**config.mk**
```make
export PLATFORM = sky130hd
export DESIGN_NAME = unidade_busca
export DESIGN_NICKNAME = d
export VERILOG_FILES = /design/src/rtl/unidade_busca_pkg.sv /design/src/rtl/unidade_busca_prox_pc.sv /design/src/rtl/unidade_busca.sv
export SDC_FILE = /design/constraint.sdc
export NUM_CORES = 1
export LEC_CHECK = 0
export BUFFER_PORTS_ARGS = -buffer_cell sky130_fd_sc_hd__buf_2
export CAP_MARGIN = 15
export CORE_AREA = 8 8 78 80
export DETAILED_ROUTE_END_ITERATION = 10
export DIE_AREA = 0 0 86 88
export GPL_TIMING_DRIVEN = 0
export PLACE_DENSITY = 0.62
export SLEW_MARGIN = 0
export SYNTH_ARGS = -nofsm -noshare
export SYNTH_HDL_FRONTEND = slang
export SYNTH_HIERARCHICAL = 1
export SYNTH_SLANG_ARGS = --single-unit
```
**constraint.sdc**
```tcl
create_clock -name clk -period 2.9 [get_ports clk]
set_clock_uncertainty 0.15 [all_clocks]
set_input_delay 0.58 -clock clk [delete_from_list [all_inputs] [get_ports clk]]
set_output_delay 0.58 -clock clk [all_outputs]
set_load 0.01 [all_outputs]
```
**src/rtl/unidade_busca_pkg.sv**
```systemverilog
// Shared types and constants for the instruction fetch / PC unit of the
// 3-bit-opcode processor.
package busca_pkg;

  typedef enum logic [1:0] {
    BUSCA   = 2'd0,
    ESPERA  = 2'd1,
    ENTREGA = 2'd2,
    PARADO  = 2'd3
  } estado_t;

  localparam logic [2:0] OP_TIPO_R = 3'b000;
  localparam logic [2:0] OP_LW     = 3'b001;
  localparam logic [2:0] OP_SW     = 3'b010;
  localparam logic [2:0] OP_BEQZ   = 3'b011;
  localparam logic [2:0] OP_ADDI   = 3'b100;
  localparam logic [2:0] OP_J      = 3'b101;
  localparam logic [2:0] OP_SUB    = 3'b110;
  localparam logic [2:0] OP_HALT   = 3'b111;

  // Opcode occupies the top OPC_LARG bits of the instruction; the
  // jump target / branch offset occupies the low LARG_PC bits.
  localparam int unsigned OPC_LARG  = 3;
  localparam int unsigned CONT_LARG = 32;

endpackage

```
**src/rtl/unidade_busca_prox_pc.sv**
```systemverilog
// Combinational next-PC selection: sequential, taken branch or jump.
// All arithmetic wraps modulo 2^LARG_PC.
module prox_pc #(
  parameter int unsigned LARG_PC = 8
) (
  input  logic [LARG_PC-1:0] pc,
  input  logic [LARG_PC-1:0] campo,
  input  logic               ji,
  input  logic               desvio,
  output logic [LARG_PC-1:0] pc_prox
);

  always_comb begin
    pc_prox = pc + LARG_PC'(1);
    if (ji) begin
      pc_prox = campo;
    end else if (desvio) begin
      // Two's-complement offset: plain modular add gives the signed result.
      pc_prox = pc + LARG_PC'(1) + campo;
    end
  end

endmodule

```
**src/rtl/unidade_busca.sv**
```systemverilog
// Instruction fetch and PC unit. Optional retired-instruction counter
// enabled with macro BUSCA_CONT_INSTR_EN.
module unidade_busca
  import busca_pkg::*;
#(
  parameter int unsigned        LARG_PC    = 8,
  parameter int unsigned        LARG_INSTR = 16,
  parameter logic [LARG_PC-1:0] PC_RESET   = '0
) (
  input  logic                  clk,
  input  logic                  rst,
  output logic                  mem_req,
  output logic [LARG_PC-1:0]    mem_addr,
  input  logic                  mem_ack,
  input  logic [LARG_INSTR-1:0] mem_dado,
  output logic                  instr_valid,
  input  logic                  instr_ready,
  output logic [LARG_INSTR-1:0] Instrucao,
  output logic [OPC_LARG-1:0]   Opcode,
  output logic [LARG_PC-1:0]    PC,
  input  logic                  Beqz,
  input  logic                  Ji,
  input  logic                  EscPC,
  input  logic                  Zero,
  output logic                  parado
`ifdef BUSCA_CONT_INSTR_EN
  ,
  output logic [CONT_LARG-1:0]  cont_instr
`endif
);

  estado_t               estado_q, estado_d;
  logic [LARG_PC-1:0]    pc_q, pc_d, pc_prox;
  logic [LARG_INSTR-1:0] instr_q, instr_d;
  logic                  mem_req_q, mem_req_d;
  logic                  valid_q, valid_d;
  logic                  parado_q, parado_d;

  prox_pc #(
    .LARG_PC (LARG_PC)
  ) u_prox_pc (
    .pc      (pc_q),
    .campo   (instr_q[LARG_PC-1:0]),
    .ji      (Ji),
    .desvio  (Beqz & Zero),
    .pc_prox (pc_prox)
  );

  always_ff @(posedge clk) begin
    if (rst) begin
      estado_q <= BUSCA;
    end else begin
      estado_q <= estado_d;
    end
  end

  always_comb begin
    estado_d = estado_q;
    case (estado_q)
      BUSCA:   estado_d = ESPERA;
      ESPERA:  if (mem_ack) estado_d = ENTREGA;
      ENTREGA: if (instr_ready) estado_d = EscPC ? BUSCA : PARADO;
      PARADO:  estado_d = PARADO;
      default: estado_d = BUSCA;
    endcase
  end

  always_comb begin
    pc_d      = pc_q;
    instr_d   = instr_q;
    mem_req_d = mem_req_q;
    valid_d   = valid_q;
    parado_d  = parado_q;
    case (estado_q)
      BUSCA: mem_req_d = 1'b1;
      ESPERA: begin
        if (mem_ack) begin
          instr_d   = mem_dado;
          mem_req_d = 1'b0;
          valid_d   = 1'b1;
        end
      end
      ENTREGA: begin
        if (instr_ready) begin
          valid_d = 1'b0;
          if (!EscPC) begin
            parado_d = 1'b1;
          end else begin
            pc_d = pc_prox;
          end
        end
      end
      PARADO: begin
        mem_req_d = 1'b0;
        valid_d   = 1'b0;
        parado_d  = 1'b1;
      end
      default: ;
    endcase
  end

  always_ff @(posedge clk) begin
    if (rst) begin
      pc_q      <= PC_RESET;
      instr_q   <= '0;
      mem_req_q <= 1'b0;
      valid_q   <= 1'b0;
      parado_q  <= 1'b0;
    end else begin
      pc_q      <= pc_d;
      instr_q   <= instr_d;
      mem_req_q <= mem_req_d;
      valid_q   <= valid_d;
      parado_q  <= parado_d;
    end
  end

  assign mem_req     = mem_req_q;
  assign mem_addr    = pc_q;
  assign instr_valid = valid_q;
  assign Instrucao   = instr_q;
  assign Opcode      = instr_q[LARG_INSTR-1 -: OPC_LARG];
  assign PC          = pc_q;
  assign parado      = parado_q;

`ifdef BUSCA_CONT_INSTR_EN
  logic [CONT_LARG-1:0] cont_q, cont_d;

  // The halting instruction (EscPC=0) is not counted; saturates at all-ones.
  always_comb begin
    cont_d = cont_q;
    if (estado_q == ENTREGA && instr_ready && EscPC && cont_q != '1) begin
      cont_d = cont_q + CONT_LARG'(1);
    end
  end

  always_ff @(posedge clk) begin
    if (rst) begin
      cont_q <= '0;
    end else begin
      cont_q <= cont_d;
    end
  end

  assign cont_instr = cont_q;
`endif

endmodule
```
==> results of run 1 <==
metal layers:
layer,vias to the layer above,GRT usage
li1,899,-
met1,789,0.129
met2,46,0.212
met3,7,0.0413
met4,0,0.0573
met5,-,0
final timing paths:
check / start / endpoint / slack [ps] / cells past startpoint
max: PC[1] / PC[7] / 240 / 10
min: Instrucao[11] / Instrucao[11] / 300 / 2
max reg2reg: PC[1] / PC[7] / 240 / 10
min reg2reg: Instrucao[11] / Instrucao[11] / 300 / 2
final cells by class:
class	instances	area, sq um
fill	500	2650
multi-input combinational	172	1020
sequential	29	582
timing repair buffer	61	305
buffer	22	155
clock buffer	7	96.3
tap	70	87.6
inverter	4	15.0
clock inverter	1	5.00
flip-flops by register name, indices dropped and copies added (netlist names):
signal and flops:
PC 8, Instrucao 16, parado 1, estado_q 2, instr_valid 1, mem_req 1
kinds of logic after synthesis:
kind of cell             Yosys count  share of synthesized area
buffers and inverters             26                     0.0967
AND/OR/NAND/NOR                   91                      0.236
flip-flops                        29                      0.330
adder cells (fa/ha/maj)           10                     0.0754
XOR/XNOR                           8                     0.0398
multiplexers                       6                     0.0363
AO/OA/AOI/OAI                     57                      0.186
per-stage QoR:
step           utilization  cell area, sq um  hold slack, ps  setup WS, ps  std cells
3_3_place_gp         0.438              2150             290           217        358
6_report             0.461              2260             302           237        366
3_5_place_dp         0.438              2150             294           168        358
2_1_floorplan            -              1760             331           385        227
5_1_grt              0.461              2260             325          8.08        366
4_1_cts              0.459              2250             302           147        366
cell usage after synthesis, types with 2 or more instances:
master / n / area [sq um]
o21ai_0: 8 / 40.0
nand2_1: 60 / 225
a21oi_1: 36 / 180
inv_1: 4 / 15.0
buf_4: 11 / 82.6
o21ai_1: 2 / 10.0
xnor2_1: 5 / 43.8
ha_1: 9 / 113
buf_2: 4 / 20.0
nor2_1: 6 / 22.5
nor2b_1: 3 / 18.8
o31ai_1: 2 / 15.0
buf_6: 2 / 22.5
mux2_2: 3 / 33.8
xor2_1: 3 / 26.3
o21a_1: 2 / 15.0
nand3_1: 3 / 15.0
mux2i_1: 3 / 30.0
o22ai_1: 2 / 12.5
nand2b_1: 4 / 25.0
nor3_1: 5 / 25.0
dfxtp_1: 29 / 581
clkbuf_1: 3 / 11.3
worst register-to-register path, cell delays in order (launching register included):
cell and delay, ps:
dfxtp_1 400, ha_1 240, nand3_1 110, xnor2_1 160, ha_1 340, nand2_1 110
o31a_1 350, and3_4 200, o41ai_2 320, nand2_1 90, a21oi_1 120
power breakdown:
part           internal [W]  leakage (nW)  switching (W)
registers          0.000416         0.237      0.0000134
clock network      0.000214        0.0542       0.000142
logic             0.0000676         0.771      0.0000796
total              0.000698          1.06       0.000235
==> qor.txt, run 1 <==
Vias - 1741
Root Driver - clkbuf_8
Hold/Removal Path Class - reg2reg
setup TNS - 0 ps
TritonRoute pass-1 iters - 5
synth warn - 6
WL/cell - 12.2 um
1st-iter DRT viols - 44
largest net degree at the start of global routing - 11
worst skew pair latency - 270 ps
DRT Wirelength - 4480 um
met3 WL - 344 um
Worst Max-Slew Pin Slew - 478 ps
final RePlAce weighted congestion - 0.746
die extent in y - 88 um
commonest non-fill, non-tap cell in the layout - buf_2
GRT Resource Usage Total - 0.121
Std-Cell Core Area - 4910 sq um
clock buffer count from CTS - 5
total die area - 7570 sq um
Worst path top cell family by delay - compound AO/OA/AOI/OAI gates
Peak VDD IR - 0.324 mV
CP Max Fanout - 5
PD cells - 412 nW/um^2
Main synth FF type - dfxtp_1
final worst-path cycle share - 0.918
normalized max-slew margin - 0.681
Clock Sinks - 29
Mapped Cells - 227
Antenna diodes - 0
commonest non-fill, non-tap cells in the layout - 65 x buf_2, 60 x nand2_1, 36 x a21oi_1, 28 x dfxtp_1, 11 x buf_4
Max Used Layer - met4
global route overflow - 0
Row Count - 26
flops & latches, synth - 29
CP peak stage delay - 400 ps
max-slew violations - 0
sequential share of the synthesized area - 0.330
initial antenna violation count - 0
Fin. Hold Viols - 0
worst path cell trace - ha_1, nand3_1, xnor2_1, ha_1, nand2_1, o31a_1, and3_4, o41ai_2, nand2_1, a21oi_1
routed wl met2 - 2120 um
Pleak - 1.06 nW
H-tree depth - 2
wire length on met1 - 1940 um
vias in the first global route - 1685
syn_area_per_cell - 7.75 sq um
Starting Density - 0.358
Post-Syn Area - 1760 sq um
Post-synth EDFFs - 0
total chip power - 0.000933 W
RSZ-0062 raised after global routing - no
max-cap viol count - 0
Clock Pin Slew Worst Setup and Hold Paths - 60 ps
Hold-fix buffers, CTS - 0
share of layout cells above drive strength 1 - 0.331
Yosys cell types - 41
WS Path Type - reg2reg
postcts setup bufs - 0
CTS resizes - 0
FFs w/ async S/R, synth - 0
Vias per Instance - 4.76
Detail Placement HPWL - 3610 um
chip width - 86 um
first-pass GRT wire length - 7510 um
syn nets - 261
CP endpoint kind - register
CP Buf/Inv Count - 0
Setup Viol. Count Final - 0
post-route ant nets - 0
Residual DRC - 0
outcome - finished clean
Worst EP required - 2960 ps
crit start category - register
maximum buffer depth of the clock tree - 2
P&R area growth vs syn - 28.6%
PortBufs - 61
Ports - 62
Arrival @ worst endpoint - 2720 ps
Tmin final - 2660 ps
CTS tree - built
Slowest-stage cell, CP - dfxtp_1
Fmax - 375 MHz
Final nets - 329
(Power assumes the default switching activity.)
==> inputs of run 2 (changes only) <==
--- a/config.mk
+++ b/config.mk
@@ -5,13 +5,14 @@
 export SDC_FILE = /design/constraint.sdc
 export NUM_CORES = 1
 export LEC_CHECK = 0
+export ABC_AREA = 1
 export BUFFER_PORTS_ARGS = -buffer_cell sky130_fd_sc_hd__buf_2
 export CAP_MARGIN = 15
-export CORE_AREA = 8 8 78 80
+export CORE_AREA = 8 8 79 81
 export DETAILED_ROUTE_END_ITERATION = 10
-export DIE_AREA = 0 0 86 88
+export DIE_AREA = 0 0 87 89
 export GPL_TIMING_DRIVEN = 0
-export PLACE_DENSITY = 0.62
+export PLACE_DENSITY = 0.63
 export SLEW_MARGIN = 0
 export SYNTH_ARGS = -nofsm -noshare
 export SYNTH_HDL_FRONTEND = slang
==> run 2 against run 1 <==
Critical path depth increased by 7. Sequential power increased by 4%. Power up 6.4%. Synthesized cell count is 13% higher. Final cell count rose by 7.7%. Core utilization increased by 0.55 points. Combinational power grew 24%. Via count grew 3.8%. Global-route usage up 0.27 points. Largest power group unchanged. Routed wire length up 0.78%. Largest cell class unchanged. Clock power up 2%.
==> qor.txt, run 2 <==
crit start category - register
GRT Resource Usage Total - 0.124 (+0.00275)
Synth top cells by count - 46 x nand2_1, 40 x a21oi_1, 36 x inv_1
WS Path Type - reg2reg
Ports - 62 (unchanged)
syn nets - 290 (+11%)
Main synth FF type - dfxtp_1
Detail Placement HPWL - 3660 um (+1.2%)
Hold/Removal Path Class - reg2reg
global route overflow - 0 (unchanged)
Arrival @ worst endpoint - 2610 ps (-110 ps)
Synth area leaders - dfxtp_1 32%, a21oi_1 11%, nand2_1 9.4%, inv_1 7.4%, ha_1 6.2%
commonest non-fill, non-tap cells in the layout - 60 x buf_2, 46 x nand2_1, 40 x a21oi_1, 36 x inv_1, 29 x dfxtp_1
vias in the first global route - 1763 (+4.6%)
flops & latches, synth - 29 (unchanged)
worst skew pair latency - 270 ps (about the same)
Final nets - 357 (+8.5%)
R2R Path Start - PC[1]
PD cells - 428 nW/um^2 (+3.8%)
H-tree depth - 2 (unchanged)
RSZ-0062 raised after global routing - no
final worst-path cycle share - 0.884 (-0.0349)
maximum buffer depth of the clock tree - 2 (unchanged)
1st-iter DRT viols - 83 (+89%)
max-slew violations - 0 (unchanged)
first-pass GRT wire length - 7770 um (+3.5%)
CTS resizes - 0 (unchanged)
TritonRoute pass-1 iters - 4 (-1)
Clock Pin Slew Worst Setup and Hold Paths - 60 ps (about the same)
Starting Density - 0.368 (+0.00965)
register share of total power - 0.452 (-0.009)
Internal - 0.000719 W (+3.0%)
post-route ant nets - 0 (unchanged)
Comb pwr share - 0.184 (+0.026)
Std-Cell Core Area - 4980 sq um (+1.3%)
setup TNS - 0 ps (unchanged)
Peak VDD IR - 0.319 mV (-1.3%)
Residual DRC - 0 (unchanged)
Row Count - 26 (unchanged)
WL/cell - 11.5 um (-6.4%)
Vias per Instance - 4.59 (-3.5%)
minimum hold slack - 293 ps (-9.48 ps)
normalized max-slew margin - 0.682 (+0.000861)
die extent in y - 89 um (+1.1%)
Worst EP required - 2950 ps (about the same)
Clock Sinks - 29 (unchanged)
Mapped Cells - 256 (+13%)
Hold-fix buffers, CTS - 0 (unchanged)
PortBufs - 60 (-1.6%)
Fin. Hold Viols - 0 (unchanged)
FFs w/ async S/R, synth - 0 (unchanged)
crit path launch - PC[1]
CP Max Fanout - 5 (unchanged)
DRT Wirelength - 4520 um (+0.78%)
initial antenna violation count - 0 (unchanged)
clock buffer count from CTS - 5 (unchanged)
postcts setup bufs - 0 (unchanged)
total die area - 7740 sq um (+2.3%)
Worst Max-Slew Pin Slew - 477 ps (-1.29 ps)
Synth top area share - 0.317 (-0.0129)
chip width - 87 um (+1.2%)
Antenna diodes - 0 (unchanged)
final RePlAce weighted congestion - 0.789 (+5.8%)
largest net degree at the start of global routing - 11 (unchanged)
Setup Viol. Count Final - 0 (unchanged)
P&R area growth vs syn - 26.7%
Largest register FFs - 16 (unchanged)
total chip power - 0.000992 W (+6.4%)
synth warn - 6 (unchanged)
Sw Share - 0.276 (+0.0237)
Pleak - 1.20 nW (+13%)
Vias - 1808 (+3.8%)
max-cap viol count - 0 (unchanged)
Clk network pwr share - 0.364 (-0.018)
outcome - finished clean
Yosys cell types - 28 (-32%)
commonest non-fill, non-tap cell in the layout - buf_2
Post-synth EDFFs - 0 (unchanged)
Root Driver - clkbuf_8
Tmin final - 2560 ps (-101 ps)
CTS tree - built
share of layout cells above drive strength 1 - 0.312 (-0.0194)
Post-Syn Area - 1830 sq um (+4.1%)
CP endpoint kind - register
syn_area_per_cell - 7.15 sq um (-7.7%)
Fmax - 390 MHz (+3.9%)
area leader, netlist - dfxtp_1
hold_sp - Instrucao[8]
count leader, synth - nand2_1
sequential share of the synthesized area - 0.317 (-0.0129)
Net Sw Power - 0.000274 W (+16%)
run 2: path summary, 6_finish.rpt:
kind,end,slack [ps],depth (start not counted)
min,Instrucao[8],290,2
max,PC[7],340,17
max reg2reg,PC[7],340,17
min reg2reg,Instrucao[8],290,2
run 2: metal layers:
metal | wire (um) | vias up | track usage | share of wire
li1 | - | 956 | - | -
met1 | 2060 | 808 | 0.144 | 0.46
met2 | 2180 | 39 | 0.217 | 0.48
met3 | 223 | 5 | 0.0331 | 0.049
met4 | 54 | 0 | 0.0423 | 0.012
met5 | 0 | - | 0 | 0
run 2: cell type report:
type,instances,area [sq um]
inverters,39,146
fillers,505,2660
flip-flops and latches,29,581
well taps,70,87.6
repair buffers,60,300
clock buffers,7,96.3
multi-input cells,170,968
clock inverters,1,5.00
plain buffers,18,135
run 2: power by group through the flow:
stage	registers, W	logic (W)	clock network (W)
2_1_floorplan	0.000465	0.000109	0
3_3_place_gp	0.000457	0.000183	0
3_5_place_dp	0.000457	0.000186	0
4_1_cts	0.000449	0.000186	0.000376
5_1_grt	0.000453	0.000210	0.000397
6_report	0.000448	0.000183	0.000362
run 2: logic make-up (layout without fill, tap and decap cells):
group                    Yosys count  after routing  share of synthesized area
AND/OR/NAND/NOR                   85             85                      0.226
AO/OA/AOI/OAI                     69             69                      0.202
buffers and inverters             57            125                      0.154
flip-flops                        29             29                      0.317
adder cells (fa/ha/maj)           10             10                     0.0725
XOR/XNOR                           6              6                     0.0287
run 2: worst max-delay path: stages, from the launching register on:
cell and delay, ps:
dfxtp_1 420, ha_1 200, nand2_1 80, nor2_1 150, a21oi_1 80, a21oi_1 160
ha_1 300, nand2_1 100, inv_1 40, nand2_1 60, nand2_1 40, a21oi_1 170
inv_1 60, nand2_1 80, nand3_2 60, a21oi_2 120, nand3_1 80, a21oi_1 150
run 2: per-stage QoR:
stage / instance area (sq um) / worst slack (ps) / util / instances
after CTS: 2320 / 311 / 0.466 / 394
after global placement: 2220 / 369 / 0.446 / 386
after global routing: 2320 / 25.6 / 0.466 / 394
after floorplan: 1830 / 556 / - / 256
after detailed placement: 2220 / 339 / 0.446 / 386
final: 2320 / 338 / 0.466 / 394
